$ cat src/rtl/ita_fifo_push_ctrl.sv
`default_nettype none
// ============================================================================
//  Module   : ita_fifo_push_ctrl
//  Brief    : Delays requantizer beats by LATENCY cycles, packs them into a
//             FIFO word and pushes them, absorbing FIFO back-pressure in an
//             in-order skid buffer with credit-based upstream stall.
//  Revision : 1.0 - initial release
// ============================================================================
module ita_fifo_push_ctrl #(
  parameter int N          = 16,
  parameter int WI         = 8,
  parameter int LATENCY    = 2,
  parameter int SKID_DEPTH = 4,
  parameter int CNT_W      = 16
) (
  input  logic                          clk_i,
  input  logic                          rst_i,
  input  logic                          flush_i,
  input  logic                          requant_valid_i,
  input  logic [N*WI-1:0]               requant_oup_i,
  output logic                          stall_o,
  input  logic                          fifo_full_i,
  output logic                          push_to_fifo_o,
  output logic [N*WI-1:0]               data_to_fifo_o,
  output logic                          overflow_o,
  output logic [$clog2(SKID_DEPTH):0]   skid_count_o,
  output logic [CNT_W-1:0]              push_count_o
);

  localparam int W     = N * WI;
  localparam int PW    = $clog2(SKID_DEPTH);
  localparam int SCW   = PW + 1;
  localparam int SUM_W = SCW + 4;

  // Element 0 goes to the MSBs; bit order inside each element is kept.
  logic [W-1:0] packed_in;
  generate
    for (genvar k = 0; k < N; k++) begin : g_pack
      assign packed_in[(N-1-k)*WI +: WI] = requant_oup_i[k*WI +: WI];
    end
  endgenerate

  logic [LATENCY-1:0] pipe_valid;
  logic [W-1:0]       pipe_data [LATENCY];

  // Delay line valid bits: free-running shift, cleared by reset or flush.
  always_ff @(posedge clk_i) begin
    if (rst_i || flush_i) begin
      pipe_valid <= '0;
    end else begin
      pipe_valid[0] <= requant_valid_i;
      for (int i = 1; i < LATENCY; i++) pipe_valid[i] <= pipe_valid[i-1];
    end
  end

  // Delay line data: not reset, qualified by the valid bits.
  always_ff @(posedge clk_i) begin
    pipe_data[0] <= packed_in;
    for (int i = 1; i < LATENCY; i++) pipe_data[i] <= pipe_data[i-1];
  end

  logic         arrive_valid;
  logic [W-1:0] arrive_data;
  assign arrive_valid = pipe_valid[LATENCY-1];
  assign arrive_data  = pipe_data[LATENCY-1];

  logic [W-1:0]     skid_mem [SKID_DEPTH];
  logic [PW-1:0]    rd_ptr, wr_ptr;
  logic [SCW-1:0]   skid_count;
  logic             overflow;
  logic [CNT_W-1:0] push_count;

  logic skid_empty, skid_full, active, push, pop, direct, enq, drop;

  // Output-stage decision: direct push, push from skid head, or hold/drop.
  always_comb begin
    skid_empty = (skid_count == '0);
    skid_full  = (skid_count == SCW'(SKID_DEPTH));
    active     = !rst_i && !flush_i;
    push       = active && !fifo_full_i && (!skid_empty || arrive_valid);
    pop        = push && !skid_empty;
    direct     = push && skid_empty;
    enq        = active && arrive_valid && !direct && (pop || !skid_full);
    drop       = active && arrive_valid && !direct && !pop && skid_full;
    data_to_fifo_o = '0;
    if (push) data_to_fifo_o = skid_empty ? arrive_data : skid_mem[rd_ptr];
  end

  assign push_to_fifo_o = push;

  logic [SUM_W-1:0] inflight;

  // Credit check from registered state only: beats in flight plus stored.
  always_comb begin
    inflight = '0;
    for (int i = 0; i < LATENCY; i++)
      inflight = inflight + {{(SUM_W-1){1'b0}}, pipe_valid[i]};
    stall_o = !rst_i &&
              (({{(SUM_W-SCW){1'b0}}, skid_count} + inflight) >= SUM_W'(SKID_DEPTH));
  end

  // Skid pointers, occupancy, sticky overflow and push counter.
  always_ff @(posedge clk_i) begin
    if (rst_i) begin
      rd_ptr     <= '0;
      wr_ptr     <= '0;
      skid_count <= '0;
      overflow   <= 1'b0;
      push_count <= '0;
    end else if (flush_i) begin
      rd_ptr     <= '0;
      wr_ptr     <= '0;
      skid_count <= '0;
      push_count <= '0;
    end else begin
      if (enq) wr_ptr <= wr_ptr + 1'b1;
      if (pop) rd_ptr <= rd_ptr + 1'b1;
      case ({enq, pop})
        2'b10:   skid_count <= skid_count + 1'b1;
        2'b01:   skid_count <= skid_count - 1'b1;
        default: skid_count <= skid_count;
      endcase
      if (drop) overflow <= 1'b1;
      if (push) push_count <= push_count + 1'b1;
    end
  end

  // Skid storage: written at the tail, not reset.
  always_ff @(posedge clk_i) begin
    if (enq) skid_mem[wr_ptr] <= arrive_data;
  end

  assign overflow_o   = overflow;
  assign skid_count_o = skid_count;
  assign push_count_o = push_count;

endmodule
`default_nettype wire
$ cat config.mk
export PLATFORM = sky130hd
export DESIGN_NAME = ita_fifo_push_ctrl
export DESIGN_NICKNAME = d
export VERILOG_FILES = /design/src/rtl/ita_fifo_push_ctrl.sv
export SDC_FILE = /design/constraint.sdc
export NUM_CORES = 1
export LEC_CHECK = 0
export BUFFER_PORTS_ARGS = -buffer_cell sky130_fd_sc_hd__buf_4
export CORE_MARGIN = 1.5
export CORE_UTILIZATION = 62
export CTS_CLUSTER_DIAMETER = 30
export DETAILED_ROUTE_END_ITERATION = 6
export PLACE_DENSITY = 0.84
export REMOVE_ABC_BUFFERS = 1
export SYNTH_ARGS = -nofsm -noshare
export SYNTH_HDL_FRONTEND = slang
export SYNTH_SLANG_ARGS = --single-unit
$ cat constraint.sdc
create_clock -name clk_i -period 7.7 [get_ports clk_i]
set_input_delay 1.54 -clock clk_i [delete_from_list [all_inputs] [get_ports clk_i]]
set_output_delay 1.54 -clock clk_i [all_outputs]
set_load 0.005 [all_outputs]
* Word-level counts from Yosys, hierarchy flattened *
Memory sizes are Yosys's and may differ from the RTL's. A register that Yosys moved wholly into a read port is not among the register bits.
Cells that the tools add are included.

word-level totals
  register bits = 26
  bits in latches = 0
  memory bits (writable) = 768
  memory bits (read-only) = 0
  input bits = 133
  output and inout bits = 150
  logic and storage cells = 52
  memories kept = 2

operators by class
  add/subtract/negate cells = 7
  multipliers = 0
  div/mod/pow operators = 0
  $lt $le $gt $ge = 1
  equal/unequal tests = 3
  shift-type cells = 0
  muxes and demuxes = 7
  bitwise gates (word level) = 1
  reduce and logical (&&, ||, !) cells = 25

memory list
  memory     depth  bits a word  rd ports  clocked after Yosys merged registers in  write ports  line  source
  skid_mem   4      128          1         1                                        1            67    logic [W-1:0] skid_mem [SKID_DEPTH];
  pipe_data  2      128          2         0                                        2            44    logic [W-1:0] pipe_data [LATENCY];

operators with widths
  operator               number
  $mux 128               2
  $add 16x1->16 const B  1
  $logic_and 1x1->1      11
  $logic_not 1->1        7
  $pmux 3 s2             1
  $add 2x1->2 const B    2
  $add 3x2->4            1
  $ge 4x3->1 const B     1
  $mux 2                 2
  $add 3x1->3 const B    1
  $eq 3x3->1 const B     1
  $logic_not 3->1        1
  $logic_or 1x1->1       3
  $sub 3x1->3 const B    1
  $add 1x1->2            1
  $eq 2x1->1 const B     1
  $eq 2x2->1 const B     1
  $mux 1                 2
  $reduce_and 2->1       1
  $reduce_bool 2->1      1
  $reduce_or 2->1        1
  $not 1->1              1

* Logic depth before layout (Yosys ltp) *
  depth after elaboration = 10
  gate-level depth with buffers = 8
  mapped depth without buffers = 6

* Worst setup path after synthesis *
OpenSTA, ideal clock, no wires.

  path kind = input port to flip-flop
  start = in fifo_full_i
  end = mem skid_mem[0][0] in the netlist's numbering (enable)
  setup time = 503 ps
  data arrival time = 5057 ps
  data required time = 7197 ps
  slack = 2140 ps
  stages = 4
  path buffers = 1
  cell sequence = buf_6 > xor2_1 > o311a_1 > and2_1

on the way
  longest elaborated chain between the ends = 9
  elaborated cells on any way between the ends = 11
  classes of those cells = 2 x mux; 9 x reduce/logical

RTL lines
  item                               line  source
  from (decl)                        22    input logic fifo_full_i,
  $logic_not 1->1 *                  80    push = active && !fifo_full_i && (!skid_empty || arrive_valid);
  $logic_and 1x1->1 * (2 in series)  80
  $logic_and 1x1->1                  82    direct = push && skid_empty;
  $logic_not 1->1                    83    enq = active && arrive_valid && !direct && (pop || !skid_full);
  $logic_and 1x1->1                  83
  $logic_and 1x1->1 *                83
  $mux 1 *                           130   if (enq) skid_mem[wr_ptr] <= arrive_data;
  $mux 1 (not written as such) *     130
  to (decl)                          67

Mark *: on every way between the ends. The rest lies on a longest branch, timed or not.

* Worst setup path in the final report *
  start = in flush_i
  end = out data_to_fifo_o[43]

on the way
  longest elaborated chain between the ends = 5

RTL lines
  item                             line  source
  from (decl)                      18    input logic flush_i,
  $logic_not 1->1                  79    active = !rst_i && !flush_i;
  $logic_and 1x1->1                79
  $logic_and 1x1->1 (2 in series)  80
  $mux 128                         86    if (push) data_to_fifo_o = skid_empty ? arrive_data : skid_mem[rd_ptr];
  to (decl)                        24    output logic [N*WI-1:0] data_to_fifo_o,

No other way between the ends.

==> results.env <==
STATUS='finished clean'
FINALHOLDVIOLATIONS=0
FINAL_LAYOUT_SIZE_SUFFIX_GT1_SHARE_PCT=38.2
HP-CLASS='reg2reg'
GR-USAGE-ALL-LAYERS_PCT=27.1
TOTAL_LEAKAGE_POWER_nW=12.1
SLEW_HEADROOM_PCT=30.8
ANT_NETS=0
GRT_START_MAX_NET_PINS=70
YS.FLOP_TYPE='edfxtp_1'
SYNTH_TOP_AREA_SHARE_PCT=58.9
CTS.ROOT.BUFFER_CELL='clkbuf_16'
FIN_CRIT_SH_PCT=71.6
SYN_TO_FINAL_GROWTH_PCT=28.1
DETAIL_ROUTE.VIAS_PER_CELL=6.00
SYNTH_EDF_COUNT=512
FMAXACHIEVABLE_GHz=0.181
NUMCTSBUFFERS=135
CRITICALPATHCATEGORY='in2out'
HOLD-PATH-CELL-COUNT=0
TRITONCTS='built'
DIE_WIDTH_MICRONS=208
TOTALNEGATIVESETUPSLACK_PS=0
FIRST_GLOBAL_VIAS=14300
CRITICAL_PATH.MAX_FANOUT=67
WORST_SETUP_PATH_START_KIND='input port'
WORST_SLACK_PS=2190
PLACE.PORT_BUFFERS=282
YOSYS.AREA.TOP_TYPE='edfxtp_1'
ANTENNA_FOUND_INITIAL=3
FINAL.SETUP_SKEW_PS=33.4
PEAKVDDDROP_V=0.000292
STD_CELL_ROWS=75
DRTITER0DRC=1081
SYNTH.FF_LATCH_COUNT=796
GRT_REMAINING_OVERFLOW=0
TIMING.REG2REG.SETUP_SLACK_PS=4780
WORST_R2R_PATH_DEPTH=4
P_TOTAL_W=0.0107
INSTANCES_NO_FILL=2265
LAYOUT_MIN_CYCLE_TIME_PS=5510
SINK_COUNT_OF_THE_CLOCK_TREE=796
NUMPLACEDINSTANCES=2011
POSTCTS_RESIZE_CNT=0
WORST-ENDPOINT-REQUIRED_PS=6160
SYNTH.CELL_AREA_SQ_MM=0.0261
DRC=0
CTS_HOLD_BUFFERS=0
PER_CELL_ROUTED_WIRE_LENGTH_MICRONS=25.0
CLKLATENCYLATEPIN_PS=700
GRT_PASS1_WL_MICRONS=87200
DRV_CAP=0
DRT_WL_TOTAL_MICRONS=56700
DRT_PASS_1_ITERS=5
CTS-HTREE-LEVELS=4
CTS-ROOT-TO-SINK-BUFFERS=3
DPL_WORST_SLACK_PS=2280
CLKSLEWWORSTSETUPHOLDPATHS_PS=50
DP_HPWL_MICRONS=28600
GP_CONGESTION=0.798
RSZ0062_AT_GRT='no'
POWER_DENSITY_mW_PER_MM2=321
CP-END-KIND='primary output'
SYNTH-SEQ-AREA-SHARE_PCT=80.6
WORST-ENDPOINT-ARRIVAL_PS=3970
SYNTH_ASYNC_SR_FLOP_SHARE_PCT=0
FINAL_CORE_UTILIZATION_PCT=80.1
FLOORPLAN.INITIALDENSITY_PCT=62.5
SYNTH_CELLS=1243
NET_TOTAL_IN_THE_FINAL_LAYOUT=1749
SYNTH_CELL_TYPES=40
DIE-HEIGHT_MICRONS=208
SYNTH_AREA_PER_CELL_SQ_UM=21.0
YOSYS_WARNINGS=0
FP.COREAREA_SQ_MM=0.0418
FINALSETUPVIOLCOUNT=0
NUM_VIAS=13600
POST_CTS_BUFFERS=0
TIMING_MAX_TRANSITION_VIOLATIONS_FINAL=0
IOS=283
TIGHTEST_SLEW_PS=1040
DESIGN.DIE.AREA_SQ_MM=0.0434
SYNTH_AREA_LEADERS='edfxtp_1 (59%), dfxtp_1 (22%), mux4_2 (11%), a22o_1 (4.2%), clkbuf_1 (0.65%)'
[kinds of logic after synthesis]
kind of cell / Yosys count / synth area share, %
adders and majority gates: 7 / 0.364
xor gates and xnor gates: 11 / 0.369
AOI/OAI and AO/OA: 157 / 4.95
buffers and inverters: 70 / 1.11
DFF: 796 / 80.6
muxes: 130 / 11.1
and+or+nand+nor: 72 / 1.45
[metrics by stage]
stage               hold WS (ps)  area (sq um)
global placement             310         28800
finish                       308         33500
floorplan                    310         25800
global route                 321         33500
detailed placement           312         28800
CTS                          311         33500
[layer usage]
layer	wire length (microns)	global-route usage (%)	share of wire, %	up-vias
met4	1480	11.6	2.6	2
met1	22400	36.0	40	7019
met3	4200	7.61	7.4	103
met5	9	0	0.016	-
met2	28600	42.8	50	651
li1	-	-	-	5818
[critical path, cell delays in order]
cell	delay, ps
buf_4	130
or3_4	460
nor2_4	630
buf_4	690
a22o_1	290
buf_4	130
[cell usage after synthesis, types with 2 or more instances]
cell        n
a21oi_1    12
a22o_1    126
and2_1      6
buf_1       8
buf_2       9
buf_6       2
clkbuf_1   45
dfxtp_1   284
edfxtp_1  512
ha_1        6
inv_1       6
mux2i_1     2
mux4_2    128
nand2_1    11
nand3_1     7
nand4_1     4
nor2_1     20
nor3_1      5
nor4_1      2
o21ai_0     8
o311a_1     2
o31ai_1     2
or3_1       7
or4_1       4
xnor2_1     9
xor2_1      2
[final timing paths]
check | end | startpoint
worst max-delay path | data_to_fifo_o[43] | flush_i
worst min-delay path | pipe_data[0][140] | pipe_data[0][12]
worst max register to register | skid_mem[2][88] | skid_count_o[2]
worst min register to register | pipe_data[0][140] | pipe_data[0][12]
[power breakdown]
part	switching (W)	internal, W	leakage (nW)
combinational	0.0000322	0.0000572	2.79
sequential	0.0000641	0.00462	6.99
clock	0.00208	0.00390	2.27
total	0.00217	0.00857	12.1
[registers in the layout (all words and copies together), names as in the netlist, named ones only]
signal        cells
skid_mem        512
skid_count_o      3
push_count_o     16
pipe_data       256
rd_ptr            2
overflow_o        1
wr_ptr            2
pipe_valid        2
[cell type report]
cell class / instances / area (sq um)
Inverter: 6 / 22.5
Tap cell: 539 / 674
Timing Repair Buffer: 293 / 2270
Clock inverter: 79 / 818
Clock buffer: 173 / 3810
Multi-Input combinational cell: 377 / 4790
Sequential cell: 796 / 21100
Antenna cell: 2 / 5.00
Fill cell: 1938 / 8290
[layout by cell type (no fill, tap or decap), types with 12 or more instances in the layout]
cell	Yosys	layout
edfxtp_1	512	512
clkinv_2	0	26
clkinv_4	0	12
buf_4	0	287
nor2_1	20	19
dfxtp_1	284	282
a22o_1	126	126
clkbuf_1	45	20
mux4_2	128	128
clkbuf_16	0	145
a21oi_1	12	12
Note: power is estimated with default switching activity, not from simulation.
